$ cat config.mk
export PLATFORM = sky130hd
export DESIGN_NAME = fpu_result_buf
export DESIGN_NICKNAME = d
export VERILOG_FILES = /design/src/rtl/fpu_result_buf.sv
export SDC_FILE = /design/constraint.sdc
export NUM_CORES = 1
export LEC_CHECK = 0
export ABC_AREA = 1
export CAP_MARGIN = 10
export CORE_MARGIN = 2
export CORE_UTILIZATION = 50
export DETAILED_ROUTE_END_ITERATION = 8
export PLACE_DENSITY = 0.72
export REMOVE_ABC_BUFFERS = 1
export SLEW_MARGIN = 30
export SYNTH_ARGS = -nofsm -noshare
export SYNTH_HDL_FRONTEND = slang
export SYNTH_SLANG_ARGS = --single-unit
$ cat constraint.sdc
create_clock -name clk -period 2.7 [get_ports clk]
set_input_delay 0.81 -clock clk [delete_from_list [all_inputs] [get_ports clk]]
set_output_delay 0.81 -clock clk [all_outputs]
set_load 0.05 [all_outputs]
$ cat src/rtl/fpu_result_buf.sv
`default_nettype none
// ============================================================================
//  Module   : fpu_result_buf
//  Purpose  : Output-side sink for the FPU. Captures every result beat
//             (result / fflags / iflags / error / user) into a small FIFO and
//             re-presents the oldest entry downstream on a valid/ready
//             handshake. Produces the FPU stall back-pressure early enough
//             that beats still in flight in the FPU pipeline always fit.
//  Revision : 1.0 - initial release
// ----------------------------------------------------------------------------
//  Ports
//    clk            in   clock
//    rst            in   asynchronous reset, active-low (0 = reset)
//    fpu_valid_i    in   FPU beat valid (no ready on this side)
//    fpu_result_i   in   FPU result          [RS_W]
//    fpu_fflags_i   in   FP exception flags  [FF_W]
//    fpu_iflags_i   in   integer flags       [IF_W]
//    fpu_error_i    in   error               [ERR_W]
//    fpu_user_i     in   user sideband       [USR_W]
//    stall_o        out  back-pressure to the FPU stall input
//    out_valid_o    out  head entry valid
//    out_ready_i    in   consumer accepts head
//    out_*_o        out  head entry fields
//    count_o        out  occupancy          [$clog2(DEPTH)+1]
//    overflow_o     out  sticky: a beat arrived while full and was dropped
// ============================================================================
module fpu_result_buf #(
  parameter int RS_W  = 32,
  parameter int FF_W  = 5,
  parameter int IF_W  = 4,
  parameter int ERR_W = 1,
  parameter int USR_W = 8,
  parameter int DEPTH = 4,
  parameter int SKID  = 2
) (
  input  logic                     clk,
  input  logic                     rst,
  input  logic                     fpu_valid_i,
  input  logic [RS_W-1:0]          fpu_result_i,
  input  logic [FF_W-1:0]          fpu_fflags_i,
  input  logic [IF_W-1:0]          fpu_iflags_i,
  input  logic [ERR_W-1:0]         fpu_error_i,
  input  logic [USR_W-1:0]         fpu_user_i,
  output logic                     stall_o,
  output logic                     out_valid_o,
  input  logic                     out_ready_i,
  output logic [RS_W-1:0]          out_result_o,
  output logic [FF_W-1:0]          out_fflags_o,
  output logic [IF_W-1:0]          out_iflags_o,
  output logic [ERR_W-1:0]         out_error_o,
  output logic [USR_W-1:0]         out_user_o,
  output logic [$clog2(DEPTH):0]   count_o,
  output logic                     overflow_o
);

  localparam int PW = $clog2(DEPTH);
  localparam int CW = PW + 1;
  localparam int EW = RS_W + FF_W + IF_W + ERR_W + USR_W;

  localparam logic [CW-1:0] c_depth     = CW'(DEPTH);
  localparam logic [CW-1:0] c_stall_thr = CW'(DEPTH - SKID);
  localparam logic [PW-1:0] c_ptr_one   = PW'(1);

  logic [EW-1:0] r_mem [DEPTH];
  logic [PW-1:0] r_wr_ptr;
  logic [PW-1:0] r_rd_ptr;
  logic [CW-1:0] r_count;
  logic          r_out_valid;
  logic          r_stall;
  logic          r_overflow;

  logic          w_full;
  logic          w_pop;
  logic          w_push_acc;
  logic          w_drop;
  logic [CW-1:0] w_count_next;
  logic [EW-1:0] w_wr_data;

  assign w_full     = (r_count == c_depth);
  assign w_pop      = r_out_valid & out_ready_i;
  // A full FIFO still takes a beat when the head leaves in the same cycle.
  assign w_push_acc = fpu_valid_i & (~w_full | w_pop);
  assign w_drop     = fpu_valid_i & w_full & ~w_pop;

  assign w_count_next = r_count + CW'(w_push_acc) - CW'(w_pop);

  assign w_wr_data = {fpu_result_i, fpu_fflags_i, fpu_iflags_i, fpu_error_i, fpu_user_i};

  always_ff @(posedge clk or negedge rst) begin
    if (!rst) begin
      for (int i = 0; i < DEPTH; i++) begin
        r_mem[i] <= '0;
      end
      r_wr_ptr    <= '0;
      r_rd_ptr    <= '0;
      r_count     <= '0;
      r_out_valid <= 1'b0;
      r_stall     <= 1'b0;
      r_overflow  <= 1'b0;
    end else begin
      if (w_push_acc) begin
        r_mem[r_wr_ptr] <= w_wr_data;
        r_wr_ptr        <= r_wr_ptr + c_ptr_one;
      end
      if (w_pop) begin
        r_rd_ptr <= r_rd_ptr + c_ptr_one;
      end
      r_count     <= w_count_next;
      r_out_valid <= (w_count_next != '0);
      // Raised once occupancy leaves only SKID free slots, so the beats the
      // FPU emits before it sees the stall always find room.
      r_stall     <= (w_count_next >= c_stall_thr);
      if (w_drop) begin
        r_overflow <= 1'b1;
      end
    end
  end

  // Head entry is read straight from storage; only registered state feeds it.
  assign {out_result_o, out_fflags_o, out_iflags_o, out_error_o, out_user_o} = r_mem[r_rd_ptr];

  assign out_valid_o = r_out_valid;
  assign stall_o     = r_stall;
  assign count_o     = r_count;
  assign overflow_o  = r_overflow;

endmodule
`default_nettype wire

==> impl_metrics.ini, run 1 <==
[worst_setup_path]
crit_type = reg -> out
crit_fanout = 25
crit_required_ns = 1.89
ff2ff_path_depth = 9
worst_ep_arrival_time_ns = 1.93
critPathCaptureType = output pin
r2r_setup_slack_ns = 0.69
r2r-end = out_valid_o
r2r-start = out_valid_o
critPathLaunchType = flip-flop
startpoint = r_rd_ptr[0]
crit_end = out_result_o[23]

[power]
p_leak_nw = 6.22
p_seq_frac = 0.273
ir_worst_vdd_mv = 1.52
sw_frac_of_total = 0.477
intPower_mw = 10.5
combPwrFrac = 0.555
p_per_area_nw_per_um2 = 1570
p_clk_frac = 0.172
p_sw_mw = 9.56

[clock_tree]
cts_buffers = 24
cts_sinks = 210
cts_hold_buf = 0
clk_latency_ns = 0.51
ctsLongestPathBuffers = 3
htreeDepth = 1
root_buffer = clkbuf_16
cts_tree = done
cts.clk_slew.worst_paths_ns = 0.06

[timing]
worstMarginPinSlew_ns = 0.825
final.min_clock_period_ns = 2.74
rsz0062_at_grt = true
slew_violations = 0
hold_violations = 0
setup_tns_ns = -0.290
finClkSkew_ns = 0.00691
fin_crit_sh = 1.02
finalWorstSetupSlack_ns = -0.0408
fmax_ghz = 0.365
max_slew_margin = 0.450
setup_viol = 13

[die]
die_w_um = 145
core_um2 = 19500
die_h_um = 145
io_pins = 110
initial_core_util = 0.512
dieArea_um2 = 21100
placementRows = 51

[route]
antenna_left = 0
post_drt_wl_per_cell_um = 20.5
drt-total-wl_mm = 32.4
num_vias = 9658
vias_per_cell = 6.13
initialDrtViolationCount = 889
dr.pass1.iters = 5
route.detailed.drc = 0

[synth]
syn_avg_cell_area_um2 = 8.16
synth-edff-count = 0
yosysMostFrequentCell = nand2_1
yosys.area.top_type_share = 0.526
ys_top_cells_by_count = nand2_1, dfrtp_1, nand4_1
yosys_warnings = 0
synth_area_um2 = 10000
ys_types = 21
synth.area.top_cells = dfrtp_1, nand2_1, nand4_1
async_reset_ff_frac = 1.00
yosysTopAreaCell = dfrtp_1
synth-seq-cells = 210
synthCells = 1225
synth-seq-area-share = 0.526
ys.flop_type = dfrtp_1

[place]
dp_cells = 1516
port_buffers = 109
place.gp.congestion = 0.786
dp_hpwl_mm = 15.8

[global_routing]
overflow = 0
antenna_found_initial = 0
grt_usage = 0.279
grt_pass1_vias = 9052
grt_max_degree = 173
grt_pass1_wl_mm = 48.7

[run_status]
status = complete, but fails checks
violations = setup timing

[layout]
areaGrowthSynthToFinish_pct = 27.4
fin_cells = 1575
nNetsFinal = 1354
utilization = 0.653
antenna_cells = 0
drive_gt1_frac = 0.153

[hold_path]
hold_path_class = in -> async

[run]
drv_cap = 0
==> critical path: stages, from the launching register on <==
cell and delay [ns]:
dfrtp_4 0.56, clkbuf_16 0.28, o21ai_0 0.12, o22ai_1 0.22, buf_4 0.24
==> state kept, by name (all words and copies together) (netlist names) <==
name and flops:
stall_o 1, count_o 3, overflow_o 1, r_wr_ptr 2, out_valid_o 1, r_rd_ptr 2, r_mem 200
==> final cells by class <==
class                   instances  area, µm²
repair buffers                162       1840
repair inverters                1       8.76
multi-input cells             885       4410
clock inverters                 7        113
inverters                       9       46.3
clock buffers                  36        727
well taps                     265        332
fillers                      1633       6780
flip-flops and latches        210       5260
==> cells in the final DEF, fill, tap and decap left out, drive strengths merged, types with 8 or more instances in the layout <==
cell	n
o21ai	100
buf	96
o22ai	50
dfrtp	210
clkdlybuf4s50	57
nand2	410
clkbuf	45
nand3	8
inv	9
nand4	200
nor2	105
==> metrics by stage <==
stage	instance area [µm²]	power, mW	setup WS (ns)	hold WS, ns
final	12700	20.0	-0.0408	0.299
after global routing	12700	21.1	-0.0505	0.328
after CTS	12200	18.8	-0.0648	0.314
after global placement	11300	14.9	-0.0790	0.448
after floorplan	9460	11.6	-2.41	0.437
after detailed placement	11300	15.0	-0.190	0.453
==> routing by layer <==
metal / wire length (µm) / GRT usage
met2: 15400 / 0.448
met5: 0 / 0
met4: 696 / 0.0652
met3: 3150 / 0.0498
met1: 13100 / 0.400
==> worst min path at each step <==
| stage | to | depth (start not counted) |
|---|---|---|
| after global routing | overflow_o | 1 |
| final | overflow_o | 1 |
| after CTS | overflow_o | 1 |
| after global placement | r_mem[71] | 2 |
| after floorplan | r_mem[50] | 2 |
| after detailed placement | r_mem[145] | 2 |
==> cells by family after synthesis <==
| group | Yosys count | synth area share |
|---|---|---|
| xor+xnor | 1 | 0.000876 |
| buf+inv | 130 | 0.0568 |
| compound gates | 151 | 0.0821 |
| fa+ha+maj | 7 | 0.00951 |
| flops | 210 | 0.526 |
| simple gates | 726 | 0.325 |
==> power by group through the flow <==
stage | logic, mW | registers, mW | clock network (mW)
floorplan | 6.06 | 5.50 | 0
finish | 11.1 | 5.48 | 3.44
global route | 11.9 | 5.63 | 3.60
CTS | 9.96 | 5.38 | 3.46
detailed placement | 9.63 | 5.40 | 0
global placement | 9.51 | 5.36 | 0
==> what timing repair did <==
| item | in CTS | in global routing |
|---|---|---|
| pin swaps | 1 | 15 |
| gates cloned | 2 | 11 |
| setup buffers | 2 | 1 |
| resized for setup | 13 | 88 |
| setup endpoints to repair | 50 | 50 |
Note: power is estimated with default switching activity, not from simulation.
==> inputs of run 2 (changes only) <==
--- a/config.mk
+++ b/config.mk
@@ -10,7 +10,7 @@
 export CORE_MARGIN = 2
 export CORE_UTILIZATION = 50
 export DETAILED_ROUTE_END_ITERATION = 8
-export PLACE_DENSITY = 0.72
+export PLACE_DENSITY = 0.75
 export REMOVE_ABC_BUFFERS = 1
 export SLEW_MARGIN = 30
 export SYNTH_ARGS = -nofsm -noshare
==> constraint.sdc (replaced) <==
create_clock -name clk -period 2.4 [get_ports clk]
set_input_delay 0.72 -clock clk [delete_from_list [all_inputs] [get_ports clk]]
set_output_delay 0.72 -clock clk [all_outputs]
set_load 0.05 [all_outputs]
==> impl_metrics.ini, run 2 (same netlist as run 1, synthesis figures left out) <==
[global_routing]
grt_usage = 0.280
grt_max_degree = 144
grt_pass1_vias = 9397
grt_pass1_wl_mm = 49.1
overflow = 0
antenna_found_initial = 0

[power]
power.total_mw = 22.8
ir_worst_vdd_mv = 1.11
p_leak_nw = 6.32
p_per_area_nw_per_um2 = 1760

[worst_setup_path]
path_cells = buf_12 > buf_8 > clkbuf_16 > o21ai_2 > o22ai_2 > buf_6
crit_required_ns = 1.68
critPathLaunchType = flip-flop
crit_type = reg -> out
worst_ep_arrival_time_ns = 1.86
max_stage_delay_ns = 0.39
crit_fanout = 6
slowest_stage = dfrtp_2
critPathCaptureType = output pin

[clock_tree]
root_buffer = clkbuf_16
clk_latency_ns = 0.51
cts.clk_slew.worst_paths_ns = 0.06
ctsLongestPathBuffers = 3
htreeDepth = 1
cts_sinks = 210
cts_buffers = 22
cts_hold_buf = 0
cts_tree = done

[layout]
areaGrowthSynthToFinish_pct = 29.7
utilization = 0.664
fin_area_um2 = 13000
layout_commonest_cell = nand2_1
drive_gt1_frac = 0.173
largest_register_ffs = 200
nNetsFinal = 1367
regMostFlops = r_mem
fillers = 1572
final_cell_mix = nand2_1, dfrtp_1, nand4_1
antenna_cells = 0
multiInputGateArea_um2 = 4530
regArea_um2 = 5260

[route]
dr.pass1.iters = 6
initialDrtViolationCount = 1287
post_drt_wl_per_cell_um = 20.2
drt-total-wl_mm = 32.0
route.detailed.drc = 0
antenna_left = 0
num_vias = 9787
vias_per_cell = 6.17

[timing]
setup_viol = 50
worstMarginPinSlew_ns = 0.652
max_slew_margin = 0.565
final.min_clock_period_ns = 2.58
finalWorstSetupSlack_ns = -0.177
fmax_ghz = 0.388
fin_crit_sh = 1.07
rsz0062_at_grt = true
slew_violations = 0
finClkSkew_ns = 0.0217
hold_violations = 0

[run]
drv_cap = 0

[place]
preCtsSetupSlack_ns = -0.348
dp_hpwl_mm = 16.6
place.gp.congestion = 0.793
place_area_um2 = 11300
port_buffers = 109

[die]
dieArea_um2 = 21100
die_w_um = 145
core_um2 = 19500
die_h_um = 145
io_pins = 110
placementRows = 51
initial_core_util = 0.512

[run_status]
violations = setup timing
status = complete, but fails checks

[hold_path]
hold_path_class = in -> async
[run 2: metal layers]
| layer | share of wire | routed length (µm) | global-route usage |
|---|---|---|---|
| met5 | 0 | 0 | 0 |
| met4 | 0.023 | 727 | 0.0784 |
| met2 | 0.48 | 15300 | 0.460 |
| met3 | 0.092 | 2950 | 0.0433 |
| met1 | 0.41 | 13000 | 0.392 |
[run 2: through the flow]
step / TNS, ns / hold slack, ns / std cells
after floorplan: -618.98 / 0.424 / 1104
after global placement: -12.49 / 0.448 / 1525
after detailed placement: -15.42 / 0.453 / 1525
after CTS: -6.79 / 0.163 / 1573
after global routing: -7.94 / 0.171 / 1585
final: -5.52 / 0.150 / 1585
[run 2: final timing paths]
| path | cells after the start | slack (ns) | to | start |
|---|---|---|---|---|
| max in group asynchronous | 2 | 1.56 | count_o[2] | rst |
| min in group clk | 2 | 0.46 | r_mem[78] | r_mem[78] |
| hold reg to reg | 2 | 0.46 | r_mem[78] | r_mem[78] |
| setup reg to reg | 9 | 0.42 | stall_o | out_valid_o |
| hold / removal | 1 | 0.15 | overflow_o | rst |
| setup / recovery | 6 | -0.18 | out_result_o[21] | r_rd_ptr[0] |
[run 2: where the power goes]
part	switching [mW]	internal, mW
sequential	1.00	5.18
clock	1.41	1.98
combinational	8.50	4.72
[run 2: worst max-delay path, delay by kind of cell (launching register included)]
kind | cells | cell delay, ns
buf+inv | 4 | 0.66
flops | 1 | 0.39
compound gates | 2 | 0.31
[run 2: repair_timing]
item	4_1_cts	5_1_grt
pin swaps	5	29
cloned	4	11
endpoints found under the setup margin	54	51
buffers inserted	6	4
resized for setup	46	132
[run 2: cell type report]
type	count	share of cell area
repair buffers	178	0.161
clock buffers	34	0.0507
flip-flops and latches	210	0.405
inverters	9	0.00473
well taps	265	0.0256
clock inverters	4	0.00347
multi-input cells	885	0.349
